===== src/rtl/serial_subtractor.sv =====
// Bit-serial subtractor: a - b one bit per clock, LSB first.
// Returns {borrow, difference} through valid/ready handshakes.
module serial_subtractor #(
  parameter int WIDTH = 4
) (
  input  logic             clk,
  input  logic             rst_n,
  input  logic [WIDTH-1:0] a,
  input  logic [WIDTH-1:0] b,
  input  logic             in_valid,
  output logic             in_ready,
  output logic [WIDTH:0]   d,
  output logic             out_valid,
  input  logic             out_ready
);

  localparam int CW = $clog2(WIDTH);
  localparam logic [CW-1:0] LAST = CW'(WIDTH - 1);

  typedef enum logic [1:0] {
    IDLE,
    BUSY,
    DONE
  } state_e;

  state_e state_q, state_d;

  logic [WIDTH-1:0] a_q, a_d;
  logic [WIDTH-1:0] b_q, b_d;
  logic [WIDTH-1:0] res_q, res_d;
  logic [WIDTH:0]   d_q, d_d;
  logic [CW-1:0]    cnt_q, cnt_d;
  logic             br_q, br_d;

  logic             ai, bi, diff, br_n, last;
  logic [WIDTH-1:0] res_sh;

  always_ff @(posedge clk or negedge rst_n) begin
    if (!rst_n) begin
      state_q <= IDLE;
    end else begin
      state_q <= state_d;
    end
  end

  always_comb begin
    state_d = state_q;
    unique case (state_q)
      IDLE: if (in_valid) state_d = BUSY;
      BUSY: if (last) state_d = DONE;
      DONE: if (out_ready) state_d = IDLE;
      default: state_d = IDLE;
    endcase
  end

  always_comb begin
    in_ready  = (state_q == IDLE);
    out_valid = (state_q == DONE);
    d         = d_q;
  end

  // One full-subtractor cell on the current LSBs.
  always_comb begin
    ai     = a_q[0];
    bi     = b_q[0];
    diff   = ai ^ bi ^ br_q;
    br_n   = (~ai & bi) | (~(ai ^ bi) & br_q);
    last   = (cnt_q == LAST);
    res_sh = {diff, res_q[WIDTH-1:1]};
  end

  always_comb begin
    a_d   = a_q;
    b_d   = b_q;
    res_d = res_q;
    d_d   = d_q;
    cnt_d = cnt_q;
    br_d  = br_q;
    unique case (1'b1)
      (state_q == IDLE) && in_valid: begin
        a_d   = a;
        b_d   = b;
        res_d = '0;
        cnt_d = '0;
        br_d  = 1'b0;
      end
      (state_q == BUSY): begin
        a_d   = a_q >> 1;
        b_d   = b_q >> 1;
        res_d = res_sh;
        cnt_d = cnt_q + CW'(1);
        br_d  = br_n;
        if (last) d_d = {br_n, res_sh};
      end
      default: ;
    endcase
  end

  always_ff @(posedge clk or negedge rst_n) begin
    if (!rst_n) begin
      a_q   <= '0;
      b_q   <= '0;
      res_q <= '0;
      d_q   <= '0;
      cnt_q <= '0;
      br_q  <= 1'b0;
    end else begin
      a_q   <= a_d;
      b_q   <= b_d;
      res_q <= res_d;
      d_q   <= d_d;
      cnt_q <= cnt_d;
      br_q  <= br_d;
    end
  end

endmodule


===== config.mk =====
export PLATFORM = sky130hd
export DESIGN_NAME = serial_subtractor
export DESIGN_NICKNAME = d
export VERILOG_FILES = /design/src/rtl/serial_subtractor.sv
export SDC_FILE = /design/constraint.sdc
export NUM_CORES = 1
export LEC_CHECK = 0
export BUFFER_PORTS_ARGS = -buffer_cell sky130_fd_sc_hd__clkbuf_2
export CAP_MARGIN = 20
export CORE_MARGIN = 5
export CORE_UTILIZATION = 45
export CTS_CLUSTER_DIAMETER = 100
export CTS_CLUSTER_SIZE = 30
export DETAILED_ROUTE_END_ITERATION = 10
export GPL_TIMING_DRIVEN = 0
export HOLD_SLACK_MARGIN = 0.1
export PLACE_DENSITY_LB_ADDON = 0.15
export SYNTH_ARGS = -nofsm -noshare
export SYNTH_HDL_FRONTEND = slang
export SYNTH_SLANG_ARGS = --single-unit

===== constraint.sdc =====
create_clock -name clk -period 1.6 [get_ports clk]
set_input_delay 0 -clock clk [delete_from_list [all_inputs] [get_ports clk]]
set_output_delay 0 -clock clk [all_outputs]
set_load 0.05 [all_outputs]

==> impl_metrics.toml, run 1 <==
[drt]
via_per_inst = 5.282
dr.pass1.iters = 4
totalWireLength_um = 1909
drt-wirelength-per-cell_um = 13.44
drc = 0
drt_iter0_drc = 4
vias = 750
ant_nets = 0

[power]
p_int_mw = 1.369
p_per_area_nw_per_um2 = 2014
p_clk_share_pct = 10.3
switchingPower_mw = 1.070
fin_total_pwr_mw = 2.439
comb_power_share_pct = 51.2
p_leak_nw = 0.5938
p_sw_share_pct = 43.89
vdd_drop_max_uv = 1106
power.share.sequential_pct = 38.5

[synth]
postSynthNetCount = 96
ys_seq_area_share_pct = 55.34
async_flop_share_pct = 100.0
yosysTopAreaCell = "dfrtp_1"
syn_area_per_cell_um2 = 11.58
synth-main-ff-cell = "dfrtp_1"
ys_ff_latch = 21
synthesis.area_um2 = 949.7
postSynthCellCount = 82
yosys.area.top_type_share_pct = 55.34
yosysWarnings = 0
synth_edf_count = 0
synth_cell_type_count = 22
synth.area.top_cells = "dfrtp_1, o22ai_1, mux2_4, a21oi_1, a22o_1"
synth_common_cells = "dfrtp_1, o22ai_1, a21oi_1"
post-synth-top-count-cell = "dfrtp_1"

[die]
chipHeight_um = 55.94
start_util_pct = 47.92
die_width_um = 55.94
rows = 16
coreArea_um2 = 1982
ioPinCount = 19
dieArea_um2 = 3129

[worst_setup_path]
critPathSlowestCell = "dfrtp_1"
arrival_ns = 1.33
critPathMaxFanout = 10
critPathTopFamily = "buffers and inverters"
critPathLaunchType = "flop"
end_kind = "output pin"
crit_chain = "buf_6, inv_1, nor2_1, clkbuf_2"
crit_buf_inv = 3
required_ns = 1.60
slowest_delay_ns = 0.40
worstSetupPathType = "flop to output pin"

[layout]
diodes = 0
area_growth_pct = 27.54
fin_area_um2 = 1211
drive_gt1_share_pct = 27.83
nNetsFinal = 130

[timing]
period_minus_slack_ns = 1.332
rsz0062_at_grt = "false"
skew_ns = 0.004913
whs_ns = 0.1907
fin_ws_ns = 0.2680
relSlewSlack_pct = 65.00
hold_viol_final = 0
report.final.slew_viol_count = 0
setup_viol = 0
tightestPinTransition_ns = 0.5250
max_freq_ghz = 0.7507
finalCritPeriodShare_pct = 83.25
setup-tns-final_ns = 0

[clocking]
cts.clk_slew.worst_paths_ns = 0.12
ctsResizeCount = 0
h-tree-depth = 1
numCtsBuffers = 3
postCtsSetupBuffers = 0
cts_tree = "done"
cts_buffer_depth = 2
cts.sinks = 21
clk_latency_ns = 0.30
cts_root_buf = "clkbuf_4"

[run]
drv_cap = 0

[place]
pre_cts_slack_ns = 0.2928
post-dp-hpwl_um = 1288
place_area_um2 = 1074
gp_congestion = 0.7024
io_buffers = 18

[min_path]
hp-class = "input pin to async pin"

[grt]
grt_overflow_total = 0
grt_max_degree = 22
grt_pass1_vias = 761
gr-usage-all-layers_pct = 13.86
grt_pass1_wl_um = 3470
antenna_found_initial = 0

[run_status]
outcome = "completed"
cell usage in the layout (no fill, tap or decap), types with 3 or more instances in the layout:
master and n:
mux2_4 4, dlygate4sd3_1 11, nor2_1 5, o21ai_0 6
nand2_1 5, a22o_1 4, inv_1 3, o22ai_1 12
clkbuf_4 3, dfrtp_1 21, clkbuf_2 18, a21oi_1 7
worst register-to-register path, cell delays in order, from the launching register on:
cell     delay [ns]
dfrtp_1        0.44
fa_1           0.50
mux2_4         0.28
final cells by class:
| cell class | count | area, µm² |
|---|---|---|
| Clock inverter | 1 | 5.005 |
| Timing Repair Buffer | 29 | 200.2 |
| Multi-Input combinational cell | 53 | 375.4 |
| Sequential cell | 21 | 525.5 |
| Fill cell | 174 | 770.7 |
| Tap cell | 27 | 33.78 |
| Buffer | 4 | 31.28 |
| Inverter | 4 | 17.52 |
| Clock buffer | 3 | 22.52 |
power by group through the flow:
stage	Sequential (mW)	Clock [mW]	Combinational, mW
finish	0.938	0.252	1.25
global route	0.975	0.294	1.39
CTS	0.941	0.262	1.26
detailed placement	0.953	0	1.24
global placement	0.943	0	1.22
floorplan	1.12	0	0.795
registers in the layout, summed over array words and instances, names as in the netlist:
signal   count
cnt_q        2
a_q          4
b_q          4
br_q         1
state_q      2
d            5
res_q        3
metrics by stage:
stage	instances	utilization, %
6_report	142	61.11
5_1_grt	142	61.11
4_1_cts	142	61.11
3_5_place_dp	127	54.17
3_3_place_gp	127	54.17
2_1_floorplan	82	-
what timing repair did:
action,CTS,global route
setup endpoints to repair,0,0
endpoints found under the hold margin,32,0
hold buffers,11,0
final timing paths:
kind | start | endpoint | slack (ns) | cells past startpoint
setup / recovery | state_q[1] | out_valid | 0.27 | 4
hold / removal | rst_n | d[1] | 0.19 | 2
setup reg to reg | a_q[0] | d[3] | 0.29 | 2
hold reg to reg | br_q | br_q | 0.49 | 2
max in group asynchronous | rst_n | state_q[0] | 1.06 | 2
min in group clk | out_ready | state_q[1] | 0.41 | 3
per-layer routing:
layer,vias to the layer above,GRT usage (%),wire length (µm)
li1,364,-,-
met5,-,0,0
met1,368,17.54,853
met2,16,23.14,959
met3,2,3.016,83
met4,0,5.085,13
logic make-up after synthesis:
kind of cell,synth area share [%]
AO/OA/AOI/OAI,20.95
flip-flops,55.34
AND/OR/NAND/NOR,8.828
buffers and inverters,5.138
multiplexers,6.324
adder cells (fa/ha/maj),3.425
No activity file was read; power rests on OpenSTA's default activity.
==> run 2: changes to the inputs <==
Clock period 1.6 ns to 1.39 ns, I/O delays scaled along.
==> impl_metrics.toml, run 2 (synthesis results as in run 1) <==
[run_status]
outcome = "completed"

[die]
chipHeight_um = 55.94
rows = 16
ioPinCount = 19
die_width_um = 55.94
dieArea_um2 = 3129
start_util_pct = 47.92
coreArea_um2 = 1982

[timing]
setup-tns-final_ns = 0
relSlewSlack_pct = 65.34
finalCritPeriodShare_pct = 94.47
skew_ns = 0.008790
period_minus_slack_ns = 1.313
max_freq_ghz = 0.7616
whs_ns = 0.1884
hold_viol_final = 0
rsz0062_at_grt = "false"
tightestPinTransition_ns = 0.5199
setup_viol = 0
report.final.slew_viol_count = 0

[grt]
grt_overflow_total = 0
grt_pass1_wl_um = 3470
antenna_found_initial = 0
grt_max_degree = 22
grt_pass1_vias = 761
gr-usage-all-layers_pct = 13.86

[drt]
drt_iter0_drc = 10
drc = 0
via_per_inst = 5.222
vias = 752
totalWireLength_um = 1910
drt-wirelength-per-cell_um = 13.26
ant_nets = 0
dr.pass1.iters = 3

[layout]
nNetsFinal = 132
drive_gt1_share_pct = 29.91
largest_reg_flops = 5
diodes = 0
area_growth_pct = 29.78
fill_cells = 170
multi_input_area_um2 = 375.4
final_common_cell = "dfrtp_1"
seq_area_um2 = 525.5
final_util_pct = 62.18
final_cell_mix = "dfrtp_1, clkbuf_2, o22ai_1, dlygate4sd3_1, a21oi_1"

[worst_setup_path]
critPathLaunchType = "flop"
end_kind = "flop"
critPathMaxFanout = 3
required_ns = 1.59
arrival_ns = 1.51
worstSetupPathType = "flop to flop"

[min_path]
hp-class = "input pin to async pin"

[clocking]
clk_latency_ns = 0.30
cts_buffer_depth = 2
cts.sinks = 21
cts.clk_slew.worst_paths_ns = 0.12
cts_tree = "done"
numCtsBuffers = 3
h-tree-depth = 1
cts_root_buf = "clkbuf_4"

[power]
p_per_area_nw_per_um2 = 2307
p_leak_nw = 0.6023
fin_total_pwr_mw = 2.843
vdd_drop_max_uv = 1277

[place]
post-dp-hpwl_um = 1288
gp_congestion = 0.7024
io_buffers = 18

[run]
drv_cap = 0
==> run 2: cell count changes in the layout (fill, tap and decap cells not counted), sizes merged <==
cell	before	now
buf	3	6
clkbuf	22	21
clkinvlp	0	1
inv	4	3
==> run 2: path summary, 6_finish.rpt <==
path / from / end / slack [ns] / depth (start not counted)
max in group asynchronous: rst_n / state_q[1] / 0.85 / 2
worst max register to register: a_q[0] / d[3] / 0.08 / 2
worst max-delay path: a_q[0] / d[3] / 0.08 / 2
worst min-delay path: rst_n / d[1] / 0.19 / 2
worst min register to register: br_q / br_q / 0.50 / 2
min in group clk: out_ready / state_q[1] / 0.41 / 3
==> run 2: layout make-up <==
type,count,share of cell area [%]
sequential,21,42.64
multi-input combinational,53,30.46
timing repair buffer,31,17.67
tap,27,2.741
buffer,4,2.538
clock buffer,3,1.827
inverter,4,1.726
clock inverter,1,0.4061
==> run 2: stage by stage <==
stage | area (µm²) | setup slack, ns | std cells
5_1_grt | 1232 | 0.01446 | 144
3_5_place_dp | 1074 | 0.08276 | 127
4_1_cts | 1211 | 0.03744 | 142
3_3_place_gp | 1074 | 0.08814 | 127
6_report | 1232 | 0.07692 | 144
2_1_floorplan | 949.7 | 0.1264 | 82
==> run 2: layer usage <==
metal	GRT usage (%)	vias to the layer above	wire length [µm]
li1	-	369	-
met1	17.54	371	869
met2	23.14	10	960
met3	3.016	2	67
met4	5.085	0	13
met5	0	-	0
==> run 2: what timing repair did <==
item	4_1_cts	5_1_grt
endpoints found under the hold margin	32	0
hold buffers	11	0
setup buffers	0	2
resized for setup	0	4
endpoints found under the setup margin	0	1
==> run 2: worst max-delay path, cell delays in order (launching register included) <==
cell,delay [ns]
dfrtp_1,0.43
fa_1,0.50
mux2_4,0.28
==> run 2: report_power, final <==
| group | internal (mW) | switching, mW | leakage (nW) |
|---|---|---|---|
| Combinational | 0.602 | 0.875 | 0.323 |
| Clock | 0.107 | 0.178 | 0.0177 |
| Sequential | 0.895 | 0.185 | 0.262 |
